### config.mk
export PLATFORM = sky130hd
export DESIGN_NAME = tile_fetch
export DESIGN_NICKNAME = d
export VERILOG_FILES = /design/src/rtl/tile_pkg.sv /design/src/rtl/tile_addr_gen.sv /design/src/rtl/tile_fetch.sv
export SDC_FILE = /design/constraint.sdc
export NUM_CORES = 1
export LEC_CHECK = 0
export BUFFER_PORTS_ARGS = -buffer_cell sky130_fd_sc_hd__buf_2
export CAP_MARGIN = 15
export CORE_UTILIZATION = 40
export CTS_CLUSTER_SIZE = 28
export DETAILED_ROUTE_END_ITERATION = 10
export SLEW_MARGIN = 20
export SYNTH_ARGS = -nofsm -noshare
export SYNTH_HDL_FRONTEND = slang
export SYNTH_SLANG_ARGS = --single-unit
### constraint.sdc
create_clock -name clk -period 2.9 [get_ports clk]
set_input_delay 0.29 -clock clk [delete_from_list [all_inputs] [get_ports clk]]
set_output_delay 0.29 -clock clk [all_outputs]
set_load 0.02 [all_outputs]
### src/rtl/tile_pkg.sv
// tile_pkg: shared FSM states, pipeline constants and sizing helpers for tile_fetch
package tile_pkg;

    typedef enum logic [2:0] {IDLE, WAIT_TILE, FETCH, DRAIN, DONE} state_e;

    localparam int DRAIN_CYCLES   = 2;
    localparam int DEF_DATA_WIDTH = 12;
    localparam int DEF_TILE_SIZE  = 4;

    function automatic int num_tiles(input int rows, input int cols, input int ts);
        return rows * cols / ts;
    endfunction

    // counter width for n distinct values, never below one bit
    function automatic int cw(input int n);
        return n > 1 ? $clog2(n) : 1;
    endfunction

endpackage

### src/rtl/tile_addr_gen.sv
// tile_addr_gen: tile/block/element counters and source-address arithmetic for tile_fetch
//   clk, rst           clock, synchronous active-high reset
//   clear              zero every counter (start of a pass)
//   step               advance one element, carrying into block, major and tile counters
//   tile               current tile number
//   addr               source address of the current element
//   elem_last          current element is the last of its tile
//   tile_last_of_pass  current tile is the final tile of the pass
//   TILE_FETCH_TRANSPOSE_EN selects column-segment tiles in column-major order.
module tile_addr_gen
    import tile_pkg::*;
#(
    parameter int TILE_SIZE  = DEF_TILE_SIZE,
    parameter int MAT_ROWS   = 8,
    parameter int MAT_COLS   = 8,
    parameter int ADDR_WIDTH = 8,
    parameter int TW         = cw(num_tiles(MAT_ROWS, MAT_COLS, TILE_SIZE))
) (
    input  logic                  clk,
    input  logic                  rst,
    input  logic                  clear,
    input  logic                  step,
    output logic [TW-1:0]         tile,
    output logic [ADDR_WIDTH-1:0] addr,
    output logic                  elem_last,
    output logic                  tile_last_of_pass
);

    localparam int NT = num_tiles(MAT_ROWS, MAT_COLS, TILE_SIZE);
`ifdef TILE_FETCH_TRANSPOSE_EN
    localparam int MAJ_N = MAT_COLS;
    localparam int BLK_N = MAT_ROWS / TILE_SIZE;
`else
    localparam int MAJ_N = MAT_ROWS;
    localparam int BLK_N = MAT_COLS / TILE_SIZE;
`endif
    localparam int MW = cw(MAJ_N);
    localparam int BW = cw(BLK_N);
    localparam int EW = cw(TILE_SIZE);
    localparam logic [ADDR_WIDTH-1:0] COLS_A = ADDR_WIDTH'(MAT_COLS);
    localparam logic [ADDR_WIDTH-1:0] TS_A   = ADDR_WIDTH'(TILE_SIZE);

    if (MAT_COLS % TILE_SIZE != 0) begin : g_cols_err
        $error("tile_addr_gen: MAT_COLS must be a multiple of TILE_SIZE");
    end
`ifdef TILE_FETCH_TRANSPOSE_EN
    if (MAT_ROWS % TILE_SIZE != 0) begin : g_rows_err
        $error("tile_addr_gen: MAT_ROWS must be a multiple of TILE_SIZE");
    end
`endif
    if (2 ** ADDR_WIDTH < MAT_ROWS * MAT_COLS) begin : g_addr_err
        $error("tile_addr_gen: ADDR_WIDTH too small for the matrix");
    end

    logic [TW-1:0] tile_q, tile_d;
    logic [MW-1:0] maj_q, maj_d;
    logic [BW-1:0] blk_q, blk_d;
    logic [EW-1:0] elem_q, elem_d;
    logic          blk_last, maj_last;

    assign elem_last         = elem_q == EW'(TILE_SIZE - 1);
    assign blk_last          = blk_q == BW'(BLK_N - 1);
    assign maj_last          = maj_q == MW'(MAJ_N - 1);
    assign tile_last_of_pass = tile_q == TW'(NT - 1);
    assign tile              = tile_q;

    // major is the row (or column when transposed), block the segment within it
`ifdef TILE_FETCH_TRANSPOSE_EN
    assign addr = (ADDR_WIDTH'(blk_q) * TS_A + ADDR_WIDTH'(elem_q)) * COLS_A + ADDR_WIDTH'(maj_q);
`else
    assign addr = ADDR_WIDTH'(maj_q) * COLS_A + ADDR_WIDTH'(blk_q) * TS_A + ADDR_WIDTH'(elem_q);
`endif

    always_comb begin
        elem_d = elem_q;
        blk_d  = blk_q;
        maj_d  = maj_q;
        tile_d = tile_q;
        if (clear) begin
            elem_d = '0;
            blk_d  = '0;
            maj_d  = '0;
            tile_d = '0;
        end else if (step) begin
            elem_d = elem_last ? '0 : elem_q + 1'b1;
            blk_d  = !elem_last ? blk_q : blk_last ? '0 : blk_q + 1'b1;
            maj_d  = !(elem_last && blk_last) ? maj_q : maj_last ? '0 : maj_q + 1'b1;
            tile_d = !elem_last ? tile_q : tile_last_of_pass ? '0 : tile_q + 1'b1;
        end
    end

    always_ff @(posedge clk) begin
        if (rst) begin
            elem_q <= '0;
            blk_q  <= '0;
            maj_q  <= '0;
            tile_q <= '0;
        end else begin
            elem_q <= elem_d;
            blk_q  <= blk_d;
            maj_q  <= maj_d;
            tile_q <= tile_d;
        end
    end

endmodule

### src/rtl/tile_fetch.sv
// tile_fetch: streams a row-major source matrix into a tile buffer one tile at a time
//   clk, rst    clock, synchronous active-high reset
//   start       begin a matrix pass (only honoured when idle)
//   tile_ready  consumer can take the next whole tile
//   mem_rd_en   source memory read enable
//   mem_addr    source memory address, held while not reading
//   mem_rdata   source read data, one cycle after mem_rd_en
//   wr_en       element strobe to the tile buffer (two cycles after the read)
//   data_out    element to the tile buffer
//   tile_last   marks the last write of each tile
//   tile_idx    tile being emitted, updated on entry to FETCH
//   busy        pass in progress
//   done        one-cycle pulse at the end of a pass
//   TILE_FETCH_TRANSPOSE_EN selects column-segment tiles (see tile_addr_gen).
module tile_fetch
    import tile_pkg::*;
#(
    parameter int  DATA_WIDTH = DEF_DATA_WIDTH,
    parameter int  TILE_SIZE  = DEF_TILE_SIZE,
    parameter int  MAT_ROWS   = 8,
    parameter int  MAT_COLS   = 8,
    parameter int  ADDR_WIDTH = 8,
    localparam int NUM_TILES  = num_tiles(MAT_ROWS, MAT_COLS, TILE_SIZE),
    localparam int TW         = cw(NUM_TILES)
) (
    input  logic                  clk,
    input  logic                  rst,
    input  logic                  start,
    input  logic                  tile_ready,
    output logic                  mem_rd_en,
    output logic [ADDR_WIDTH-1:0] mem_addr,
    input  logic [DATA_WIDTH-1:0] mem_rdata,
    output logic                  wr_en,
    output logic [DATA_WIDTH-1:0] data_out,
    output logic                  tile_last,
    output logic [TW-1:0]         tile_idx,
    output logic                  busy,
    output logic                  done
);

    localparam int DCW = cw(DRAIN_CYCLES);

    state_e                state_q, state_d;
    logic [DCW-1:0]        drain_q, drain_d;
    logic                  final_q, final_d;
    logic [TW-1:0]         tile_idx_q, tile_idx_d;
    logic [ADDR_WIDTH-1:0] mem_addr_q;
    logic                  rd_d1_q, rd_d1_d;
    logic                  last_d1_q, last_d1_d;
    logic                  wr_en_q, wr_en_d;
    logic                  tile_last_q, tile_last_d;
    logic [DATA_WIDTH-1:0] data_q, data_d;
    logic [TW-1:0]         gen_tile;
    logic [ADDR_WIDTH-1:0] gen_addr;
    logic                  step, clear, elem_last, pass_last;

    tile_addr_gen #(
        .TILE_SIZE  (TILE_SIZE),
        .MAT_ROWS   (MAT_ROWS),
        .MAT_COLS   (MAT_COLS),
        .ADDR_WIDTH (ADDR_WIDTH),
        .TW         (TW)
    ) u_addr_gen (
        .clk               (clk),
        .rst               (rst),
        .clear             (clear),
        .step              (step),
        .tile              (gen_tile),
        .addr              (gen_addr),
        .elem_last         (elem_last),
        .tile_last_of_pass (pass_last)
    );

    always_comb begin
        state_d    = state_q;
        drain_d    = drain_q;
        final_d    = final_q;
        tile_idx_d = tile_idx_q;
        step       = 1'b0;
        clear      = 1'b0;
        unique case (state_q)
            IDLE: begin
                clear   = start;
                state_d = start ? WAIT_TILE : IDLE;
            end
            WAIT_TILE: begin
                state_d    = tile_ready ? FETCH : WAIT_TILE;
                tile_idx_d = tile_ready ? gen_tile : tile_idx_q;
            end
            FETCH: begin
                step    = 1'b1;
                state_d = elem_last ? DRAIN : FETCH;
                drain_d = '0;
                // the counters wrap after the final element, so remember now whether this was the last tile
                final_d = elem_last ? pass_last : final_q;
            end
            DRAIN: begin
                drain_d = drain_q + 1'b1;
                state_d = drain_q != DCW'(DRAIN_CYCLES - 1) ? DRAIN : final_q ? DONE : WAIT_TILE;
            end
            DONE:    state_d = IDLE;
            default: state_d = IDLE;
        endcase
    end

    assign mem_rd_en = state_q == FETCH;
    assign mem_addr  = mem_rd_en ? gen_addr : mem_addr_q;

    // two-stage delay: stage one lines up with mem_rdata, stage two registers the write
    always_comb begin
        rd_d1_d     = mem_rd_en;
        last_d1_d   = mem_rd_en && elem_last;
        wr_en_d     = rd_d1_q;
        tile_last_d = last_d1_q;
        data_d      = rd_d1_q ? mem_rdata : data_q;
    end

    always_ff @(posedge clk) begin
        if (rst) begin
            state_q     <= IDLE;
            drain_q     <= '0;
            final_q     <= 1'b0;
            tile_idx_q  <= '0;
            mem_addr_q  <= '0;
            rd_d1_q     <= 1'b0;
            last_d1_q   <= 1'b0;
            wr_en_q     <= 1'b0;
            tile_last_q <= 1'b0;
            data_q      <= '0;
        end else begin
            state_q     <= state_d;
            drain_q     <= drain_d;
            final_q     <= final_d;
            tile_idx_q  <= tile_idx_d;
            mem_addr_q  <= mem_addr;
            rd_d1_q     <= rd_d1_d;
            last_d1_q   <= last_d1_d;
            wr_en_q     <= wr_en_d;
            tile_last_q <= tile_last_d;
            data_q      <= data_d;
        end
    end

    assign wr_en     = wr_en_q;
    assign data_out  = data_q;
    assign tile_last = tile_last_q;
    assign tile_idx  = tile_idx_q;
    assign busy      = state_q != IDLE;
    assign done      = state_q == DONE;

endmodule

==> flow_metrics.py <==
metrics = {
    "die": {
        "ios": 45,
        "die_h_um": 68.7,
        "start_util": 0.429,
        "fp-row-count": 23,
        "dieWidth_um": 68.7,
        "core_um2": 4140,
        "die_area_um2": 4720,
    },
    "grt": {
        "grt_pass1_vias": 1274,
        "grtUsageTotal": 0.168,
        "overflow": 0,
        "grt_max_degree": 34,
        "grt_pass1_wl_um": 5750,
        "antenna_found_initial": 0,
    },
    "worst_setup_path": {
        "cp.required_ns": 2.61,
        "crit_fanout": 13,
        "arrival_ns": 1.82,
        "r2r_end": "u_addr_gen.maj_q[0]",
        "cp-start-kind": "flop",
        "slowest_stage": "dfxtp_1",
        "reg2reg_slack_ns": 1.24,
        "r2r-start": "u_addr_gen.elem_q[0]",
        "reg2reg_depth": 4,
        "path_cells": "nor3b_2 -> buf_4 -> mux2_2 -> buf_2",
        "path_class": "reg2out",
        "crit_buf_inv": 2,
        "cp-end-kind": "output port",
        "cp_top_family": "flip-flops",
        "cp_slowest_stage_delay_ns": 0.54,
    },
    "pwr": {
        "p_seq_frac": 0.575,
        "comb_power_share": 0.067,
        "cellLeakagePower_nw": 0.899,
        "clkPwrFrac": 0.358,
        "cellPowerDensity_nw_per_um2": 509,
        "p_sw_frac": 0.228,
        "power.net_switching_mw": 0.241,
        "internal-power_mw": 0.818,
        "ir_drop_uv": 296,
    },
    "cells_and_area": {
        "num_antenna_cells": 0,
        "final_cell_count_no_fill": 262,
        "multi_input_area_um2": 830,
        "drive_gt1_frac": 0.302,
        "fill_cells": 407,
        "final_net_count": 232,
        "regArea_um2": 861,
        "syn_to_final_growth_pct": 17.0,
    },
    "logic_synthesis": {
        "synthCells": 172,
        "synth.avg_cell_area_um2": 10.3,
        "ys_seq_elements": 43,
        "post-synth-top-count-cell": "dfxtp_1",
        "synth_top_family_by_area": "simple AND/OR/NAND/NOR gates",
        "synth.area.top_cells": "dfxtp_1, mux2i_1, nor2_1",
        "synthArstFlopShare": 0,
        "ys_warn_count": 0,
        "ys_seq_area_frac": 0.484,
        "synthSimpleGateAreaFrac": 0.210,
        "synth-compound-area-share": 0.0781,
        "yosys.area.top_type_share": 0.484,
        "yosys_most_used_dff": "dfxtp_1",
        "synth.area.mux_share": 0.150,
        "yosys-top-cells-count": "dfxtp_1, nor2_1, mux2i_1",
        "syn_nets": 192,
        "synth_cell_types": 38,
        "synth_edf_count": 0,
        "synth_adder_area_share": 0.0281,
        "synth-xor-area-share": 0,
        "synth_area_um2": 1780,
        "yosys.area.top_type": "dfxtp_1",
    },
    "timing": {
        "hold_violations": 0,
        "drv_slew": 0,
        "max_freq_ghz": 0.475,
        "finalSetupViolations": 0,
        "rsz0062_at_grt": "no",
        "finClkSkew_ns": 0.00610,
        "period_needed_ns": 2.11,
        "slew_headroom": 0.538,
        "tightest_slew_ns": 0.692,
        "fin_crit_sh": 0.726,
        "final.setup.tns_ns": 0,
    },
    "placement": {
        "dpl.hpwl_um": 2430,
        "place.gp.congestion": 0.712,
        "dp_cells": 255,
        "port_buffers": 44,
    },
    "clock_tree": {
        "cts_sinks": 43,
        "clk_pin_slew_worst_paths_ns": 0.07,
        "cts_tree": "built",
        "cts_root_buffer": "clkbuf_8",
        "cts-hold-fix-buffers": 0,
        "clk_latency_ns": 0.29,
        "cts_made_buffers": 5,
        "post_cts_resized": 0,
        "clock_path_buffers": 2,
        "postCtsSetupRepairBufs": 0,
        "cts_max_level": 2,
    },
    "worst_hold_path": {
        "holdCritStartpoint": "mem_rdata[5]",
        "hp-class": "in2reg",
        "hold_depth": 3,
        "whs_endpoint": "data_out[5]",
    },
    "detailed_routing": {
        "routed_wl_um": 3410,
        "via_per_inst": 5.03,
        "vias": 1317,
        "wl_per_cell_um": 13.0,
        "drc": 0,
        "drtAntennaViolNets": 0,
        "first_iter_violations": 66,
        "firstDrtPassIters": 4,
    },
    "run_status": {
        "status": "complete, no violations",
    },
    "run": {
        "drv_cap": 0,
    },
}
## layer usage
layer | global-route usage | up-vias | share of wire
met1 | 0.197 | 608 | 0.45
li1 | - | 664 | -
met4 | 0.0781 | 0 | 0.011
met3 | 0.0691 | 4 | 0.069
met2 | 0.267 | 41 | 0.47
met5 | 0 | - | 0
## worst max-delay path by stage
| stage | end | start | slack (ns) | depth (start not counted) |
|---|---|---|---|---|
| detailed placement | mem_addr[0] | state_q[1] | 1.11 | 4 |
| global route | mem_addr[0] | state_q[1] | 0.67 | 4 |
| floorplan | mem_addr[1] | state_q[0] | 1.40 | 4 |
| global placement | mem_addr[0] | state_q[1] | 1.18 | 4 |
| finish | mem_addr[0] | state_q[1] | 0.79 | 4 |
| CTS | mem_addr[0] | state_q[1] | 0.78 | 4 |
## logic make-up (layout without fill, tap and decap cells)
family                   count (synthesis)  after routing
AND/OR/NAND/NOR                         66             66
adder cells (fa/ha/maj)                  4              4
buffers and inverters                   15             55
AO/OA/AOI/OAI                           20             20
flip-flops                              43             43
multiplexers                            24             24
## power by group through the flow
| stage | Clock, mW | Sequential [mW] | Combinational (mW) |
|---|---|---|---|
| floorplan | 0 | 0.619 | 0.0536 |
| global placement | 0 | 0.621 | 0.0704 |
| detailed placement | 0 | 0.622 | 0.0721 |
| CTS | 0.395 | 0.609 | 0.0721 |
| global route | 0.427 | 0.611 | 0.0773 |
| finish | 0.379 | 0.608 | 0.0710 |
## state kept, by name, indices dropped and copies added (netlist names)
signal and cells:
rd_d1_q 1, state_q 3, u_addr_gen.elem_q 2, u_addr_gen.maj_q 3, data_out 12, tile_last 1
wr_en 1, u_addr_gen.blk_last 1, last_d1_q 1, u_addr_gen.tile 4, tile_idx 4, final_q 1
mem_addr_q 8, drain_q 1
## worst min-delay path, stage by stage
cell and delay (ns):
buf_2 0.08, mux2i_1 0.05, nor2_1 0.07
## through the flow
| stage | util | setup WS, ns | area (um^2) | hold WS [ns] | power, mW |
|---|---|---|---|---|---|
| 5_1_grt | 0.502 | 0.672 | 2080 | 0.237 | 1.12 |
| 3_3_place_gp | 0.481 | 1.18 | 1990 | 0.420 | 0.691 |
| 3_5_place_dp | 0.481 | 1.11 | 1990 | 0.424 | 0.694 |
| 2_1_floorplan | - | 1.40 | 1780 | 0.362 | 0.673 |
| 4_1_cts | 0.502 | 0.783 | 2080 | 0.225 | 1.08 |
| 6_report | 0.502 | 0.794 | 2080 | 0.235 | 1.06 |
## final cells by class
| cell class | count | area share |
|---|---|---|
| Clock inverter | 1 | 0.00241 |
| Timing Repair Buffer | 45 | 0.110 |
| Multi-Input combinational cell | 114 | 0.399 |
| Sequential cell | 43 | 0.414 |
| Clock buffer | 6 | 0.0397 |
| Tap cell | 50 | 0.0301 |
| Inverter | 3 | 0.00542 |
## cell usage in the layout (no fill, tap or decap), types with 2 or more instances in the layout
cell and instances:
clkbuf_8 6, nand2b_1 2, nor2b_1 7, nand4b_1 2, and2b_1 5, ha_1 4
buf_2 44, mux2_4 5, a21oi_1 11, nor2_1 21, nand3_1 3, and2_1 2
o21ai_0 4, nor3_1 2, mux2i_1 18, dfxtp_1 43, inv_1 3, nand2_1 11
Note: power is estimated with default switching activity, not from simulation.
